## src/rtl/uart_rx_bit_sampler.sv

```systemverilog
// UART receive front end: synchronises RxD, validates the start bit and strobes
// each data bit (LSB first) at mid-bit, then checks the stop bit.
module uart_rx_bit_sampler #(
    parameter int BaudDiv  = 868,
    parameter int DataBits = 8
) (
    input  logic Clk,
    input  logic Rst,
    input  logic RxD,
    output logic SerDataOut,
    output logic SerDataEn,
    output logic RxBusy,
    output logic RxDone,
    output logic RxFrameErr
);

    localparam int CW = $clog2(BaudDiv);
    localparam int IW = $clog2(DataBits + 1);
    localparam logic [CW-1:0] CNT_LAST = CW'(BaudDiv - 1);
    localparam logic [CW-1:0] CNT_MID  = CW'(BaudDiv / 2 - 1);
    localparam logic [IW-1:0] BIT_LAST = IW'(DataBits - 1);

    typedef enum logic [1:0] {IDLE, START, DATA, STOP} state_t;

    // Valid/ready: none. SerDataEn is a one-cycle strobe; the consumer must
    // capture SerDataOut in that cycle and cannot stall the sampler.

    state_t        state_q, state_d;
    logic [CW-1:0] cnt_q, cnt_d;
    logic [IW-1:0] bitidx_q, bitidx_d;
    logic          sync1_q, rxs_q, rxs_dly_q;
    logic          ser_data_q, ser_data_d;
    logic          ser_en_q, ser_en_d;
    logic          busy_q, busy_d;
    logic          done_q, done_d;
    logic          ferr_q, ferr_d;

    always_comb begin
        state_d    = state_q;
        cnt_d      = cnt_q;
        bitidx_d   = bitidx_q;
        ser_data_d = ser_data_q;
        ser_en_d   = 1'b0;
        busy_d     = busy_q;
        done_d     = 1'b0;
        ferr_d     = 1'b0;
        case (state_q)
            IDLE: begin
                // Only a genuine high-to-low transition arms; a stuck-low line never does.
                if (rxs_dly_q && !rxs_q) begin
                    state_d = START;
                    cnt_d   = '0;
                    busy_d  = 1'b1;
                end
            end
            START: begin
                if (cnt_q == CNT_MID) begin
                    cnt_d = '0;
                    if (!rxs_q) begin
                        state_d  = DATA;
                        bitidx_d = '0;
                    end else begin
                        state_d = IDLE;
                        busy_d  = 1'b0;
                    end
                end else begin
                    cnt_d = cnt_q + CW'(1);
                end
            end
            DATA: begin
                if (cnt_q == CNT_LAST) begin
                    cnt_d      = '0;
                    ser_data_d = rxs_q;
                    ser_en_d   = 1'b1;
                    bitidx_d   = bitidx_q + IW'(1);
                    if (bitidx_q == BIT_LAST) state_d = STOP;
                end else begin
                    cnt_d = cnt_q + CW'(1);
                end
            end
            STOP: begin
                if (cnt_q == CNT_LAST) begin
                    cnt_d   = '0;
                    state_d = IDLE;
                    busy_d  = 1'b0;
                    done_d  = rxs_q;
                    ferr_d  = !rxs_q;
                end else begin
                    cnt_d = cnt_q + CW'(1);
                end
            end
            default: begin
                state_d = IDLE;
                busy_d  = 1'b0;
            end
        endcase
    end

    always_ff @(posedge Clk or posedge Rst) begin
        if (Rst) begin
            state_q    <= IDLE;
            cnt_q      <= '0;
            bitidx_q   <= '0;
            sync1_q    <= 1'b1;
            rxs_q      <= 1'b1;
            rxs_dly_q  <= 1'b1;
            ser_data_q <= 1'b0;
            ser_en_q   <= 1'b0;
            busy_q     <= 1'b0;
            done_q     <= 1'b0;
            ferr_q     <= 1'b0;
        end else begin
            state_q    <= state_d;
            cnt_q      <= cnt_d;
            bitidx_q   <= bitidx_d;
            sync1_q    <= RxD;
            rxs_q      <= sync1_q;
            rxs_dly_q  <= rxs_q;
            ser_data_q <= ser_data_d;
            ser_en_q   <= ser_en_d;
            busy_q     <= busy_d;
            done_q     <= done_d;
            ferr_q     <= ferr_d;
        end
    end

    assign SerDataOut = ser_data_q;
    assign SerDataEn  = ser_en_q;
    assign RxBusy     = busy_q;
    assign RxDone     = done_q;
    assign RxFrameErr = ferr_q;

endmodule

```

## config.mk

```make
export PLATFORM = sky130hd
export DESIGN_NAME = uart_rx_bit_sampler
export DESIGN_NICKNAME = d
export VERILOG_FILES = /design/src/rtl/uart_rx_bit_sampler.sv
export SDC_FILE = /design/constraint.sdc
export NUM_CORES = 1
export LEC_CHECK = 0
export CAP_MARGIN = 15
export CELL_PAD_IN_SITES_DETAIL_PLACEMENT = 0
export CELL_PAD_IN_SITES_GLOBAL_PLACEMENT = 1
export CORE_MARGIN = 2
export CORE_UTILIZATION = 44
export DETAILED_ROUTE_END_ITERATION = 8
export PLACE_DENSITY_LB_ADDON = 0.1
export SLEW_MARGIN = 20
export SYNTH_ARGS = -nofsm -noshare
export SYNTH_HDL_FRONTEND = slang
export SYNTH_SLANG_ARGS = --single-unit
```

## constraint.sdc

```tcl
create_clock -name Clk -period 3.7 [get_ports Clk]
set_input_delay 0.74 -clock Clk [delete_from_list [all_inputs] [get_ports Clk]]
set_output_delay 0.74 -clock Clk [all_outputs]
set_load 0.1 [all_outputs]
```

# Word-level counts from Yosys, hierarchy flattened
# Index checks and enable logic that the tools add are counted.
[word_totals]
ff_bits = 24
input_bits = 3
word_cells = 62
[classes]
add_sub_neg = 2
eq_ne = 13
mux = 26
reduce_logical = 10
[op_table]
columns = ["cell", "n"]
rows = [
  ["$mux 10", 3],
  ["$pmux 10 s3", 1],
  ["$ne 2x2->1 const B", 7],
  ["$mux 2", 6],
  ["$mux 4", 3],
  ["$add 10x1->10 const B", 1],
  ["$eq 10x10->1 const B", 1],
  ["$eq 10x9->1 const B", 1],
  ["$mux 1", 10],
  ["$reduce_and 5->1", 2],
  ["$pmux 2 s4", 1],
  ["$pmux 4 s2", 1],
  ["$add 4x1->4 const B", 1],
  ["$eq 2x2->1 const B", 2],
  ["$eq 4x3->1 const B", 1],
  ["$reduce_and 4->1", 1],
  ["$pmux 1 s3", 1],
  ["$reduce_bool 3->1", 1],
  ["$eq 2x1->1 const B", 1],
  ["$logic_not 2->1", 1],
  ["$reduce_and 2->1", 1],
  ["$reduce_bool 2->1", 1],
  ["$reduce_or 2->1", 1],
  ["$logic_and 1x1->1", 1],
  ["$logic_not 1->1", 1],
]

# Longest topological paths before layout
[logic_depth]
depth_word = 4
depth_mapped = 6
depth_no_buf = 6

# Least setup slack after synthesis
# OpenSTA, ideal clock, no wires.
[synth_timing]
kind = "register to register"
start = "register cnt_q[1]"
end = "register bitidx_q[1]"
setup_ns = 0.125
arrival_ns = 1.584
path_slack_ns = 1.991
path_stages_with_launch = 7
n_path_buf = 0
synth_period_minus_slack_ns = 1.709
path_cell_list = "dfrtp_1 > inv_1 > ha_1 > nand4bb_4 > nor4_1 > a21boi_0 > mux2_2"
[synth_between]
elab_chain_cells = 3
elab_cells_between_ends = 5
cone_classes = "eq/ne: 4; reduce/logical: 1"
[synth_lines]
columns = ["item", "line", "source"]
rows = [
  ["from (decl)", "29", "logic [CW-1:0] cnt_q, cnt_d;"],
  ["from (signal assigned)", "114", "cnt_q <= cnt_d;"],
  ["$eq 10x10->1 / $eq 10x9->1 (equally long branches)", "71, 57", ""],
  ["$ne 2x2->1 (no source line)", "--", ""],
  ["$reduce_and 4->1 (no source line) *", "--", ""],
  ["to (signal assigned)", "115", "bitidx_q <= bitidx_d;"],
  ["to (decl)", "30", "logic [IW-1:0] bitidx_q, bitidx_d;"],
]
# Every way passes the cells marked *; elsewhere a longest branch is shown, timed or not.
# A chain may end at the register's enable or synchronous reset.

# Final worst setup path
[layout_timing]
start = "register busy_q (netlist: RxBusy)"
end = "output port RxBusy"
[layout_rtl]
columns = ["item", "line", "source"]
rows = [
  ["from (decl)", "34", "logic busy_q, busy_d;"],
  ["from (signal assigned)", "121", "busy_q <= busy_d;"],
  ["to (decl)", "12", "output logic RxBusy,"],
]
# No word-level cell between the ends.

==> out/qor.csv <==
metric,value,unit
path_class,reg -> out,
cts_root_buf,clkbuf_4,
hpwlAfterDp,1.816,mm
h-tree-depth,1,
vias_per_cell,6.000,
start_util,46.88,%
slowest_stage,clkdlybuf4s50_1,
port_buffers,7,
critical_path_buf_inv_count,1,
grt_setup_unrepaired,false,
grt_usage,17.32,%
regArea,604.3,um2
leakage,0.6424,nW
syn_inst,129,
hold_buffers,0,
setup_violations,0,
clockBufferDepth,2,
worstSetupStartpointType,register,
fmax,390.0,MHz
drtIter0Drc,36,
async_flop_share,100.0,%
grt-ovfl-total,0,
firstDrtPassIters,4,
core_area,2805,um2
cp_top_family,buffers and inverters,
path_cells,clkdlybuf4s50_1,
met2_usage,26.48,%
grt_pass1_vias,980,
fp.dieH,58.67,um
r2r_cells,6,
finClkSkew,0.007608,ns
p_per_area,495.0,nW/um2
drt-total-wl,2.538,mm
ys.flop_type,dfrtp_1,
post_cts_buffers,0,
drv_cap,0,
nFillCells,270,
total_power,0.0007190,W
numCtsBuffers,3,
critical_path_arrival,1.82,ns
antenna_found_initial,0,
ys_seq_area_share,45.96,%
multiInputGateArea,668.1,um2
dieArea,3442,um2
n_antenna_cell,0,
hold_depth,0,
fin_nets,141,
grt_max_degree,25,
synth-edff-count,0,
grtUsageMet3,2.857,%
crit_required,2.96,ns
routabilityCongestion,0.7888,
cp.depth,1,
post_cts_resized,0,
hold_class,reg -> reg,
grtUsageMet1,25.07,%
crit_fanout,2,
status,"complete, no violations",
hold_viol_final,0,
end_kind,output port,
place_area,1400,um2
syn_area,1315,um2
post-route-period-util,69.29,%
min_period,2.564,ns
area_delta_synth_final,10.47,%
crit_path_max_incr_delay,1.13,ns
finalSetupTns,0,ns
vias,990,
ys_ff_latch,24,
slew_viol_final,0,
path_clk_slew,0.14,ns
synth_nets,135,
cts_tree,done,
drive_gt1_share,16.42,%
ys_warn_count,0,
ant_nets,0,
worstMarginPinSlew,0.9660,ns
synth_area_per_cell,10.19,um2
wl_per_cell,15.38,um
ys_types,41,
final_util,51.78,%
clock_latency,0.32,ns
hold_slack,0.3701,ns
io_pins,8,
cts_sinks,24,
ir_drop,0.3057,mV
slew-limit-headroom,35.40,%
fin_area,1453,um2
grt_pass1_wl,4.567,mm
die_x,58.67,um
drcViolationCount,0,
rows,19,
top_usage_layer,met2,
## layout by cell type (no fill, tap or decap), types with 2 or more instances in the layout
cell,synthesis,routed
clkbuf_4,0,3
nand2b_1,2,2
a31oi_1,4,4
a21o_1,3,3
o31ai_1,3,3
nor4_1,2,2
mux2_2,3,3
dfrtp_1,21,21
and4_1,3,3
dfstp_2,3,3
inv_1,3,3
a21oi_1,4,4
and2_1,2,2
o21ai_0,7,7
o211ai_1,2,2
ha_1,3,3
nand3_1,7,7
nand4_1,4,4
nor3b_1,2,2
or3_2,4,4
clkdlybuf4s50_1,0,7
nor2_1,8,8
nand2_1,13,13
nor3_1,2,2
a22o_1,2,2
## where the power goes
group,leakage (nW),total (W),internal [W],switching (W)
sequential,0.308,0.000362,0.000302,0.0000603
combinational,0.306,0.000161,0.0000638,0.0000973
clock,0.0279,0.000195,0.000110,0.0000859
## layout make-up
cell class,count,share of cell area (%)
Timing Repair Buffer,8,5.340
Sequential cell,24,41.60
Clock buffer,3,1.550
Tap cell,31,2.670
Clock inverter,1,2.067
Inverter,3,0.7752
Multi-Input combinational cell,95,45.99
## layer usage
metal  part of all wire [%]  wire [um]
met2                     44       1107
met4                    1.9         49
met3                    2.9         74
met1                     51       1307
met5                      0          0
## cells by family after synthesis
logic type,after synthesis,share of synthesized area [%]
muxes,3,2.569
xor gates and xnor gates,1,0.6662
adders and majority gates,3,2.855
and+or+nand+nor,59,28.74
DFF,24,45.96
buffers and inverters,10,3.234
AOI/OAI and AO/OA,29,15.98
## per-stage QoR
| stage | std cells | setup slack (ns) |
|---|---|---|
| floorplan | 129 | 1.991 |
| global placement | 161 | 1.504 |
| detailed placement | 161 | 1.499 |
| CTS | 165 | 1.128 |
| global route | 165 | 1.054 |
| finish | 165 | 1.136 |
## worst paths after layout
check,to,from,slack [ns]
min in group asynchronous,cnt_q[0],Rst,0.90
setup reg to reg,bitidx_q[1],cnt_q[1],1.56
max in group asynchronous,RxDone,Rst,2.24
setup / recovery,RxBusy,RxBusy,1.14
hold / removal,rxs_q,sync1_q,0.37
hold reg to reg,rxs_q,sync1_q,0.37
## flip-flops by register name, summed over array words and instances, names as in the netlist, named ones only
signal / flops
SerDataEn: 1
rxs_q: 1
RxDone: 1
SerDataOut: 1
cnt_q: 10
RxFrameErr: 1
bitidx_q: 4
rxs_dly_q: 1
RxBusy: 1
sync1_q: 1
state_q: 1
## synth_stat cells (3+ instances only)
master     n  share of area, %
nand2_1   13               3.7
and4_1     3               2.0
a21oi_1    4               1.5
a21o_1     3               1.7
clkbuf_1   3              0.86
o21ai_0    7               2.7
buf_2      3               1.1
mux2_2     3               2.6
dfrtp_1   21                40
inv_1      3              0.86
or3_2      4               2.3
dfstp_2    3               6.0
nand3_1    7               2.7
a31oi_1    4               1.9
nor2_1     8               2.3
nand4_1    4               1.9
ha_1       3               2.9
o31ai_1    3               1.7
Note: power is estimated with default switching activity, not from simulation.
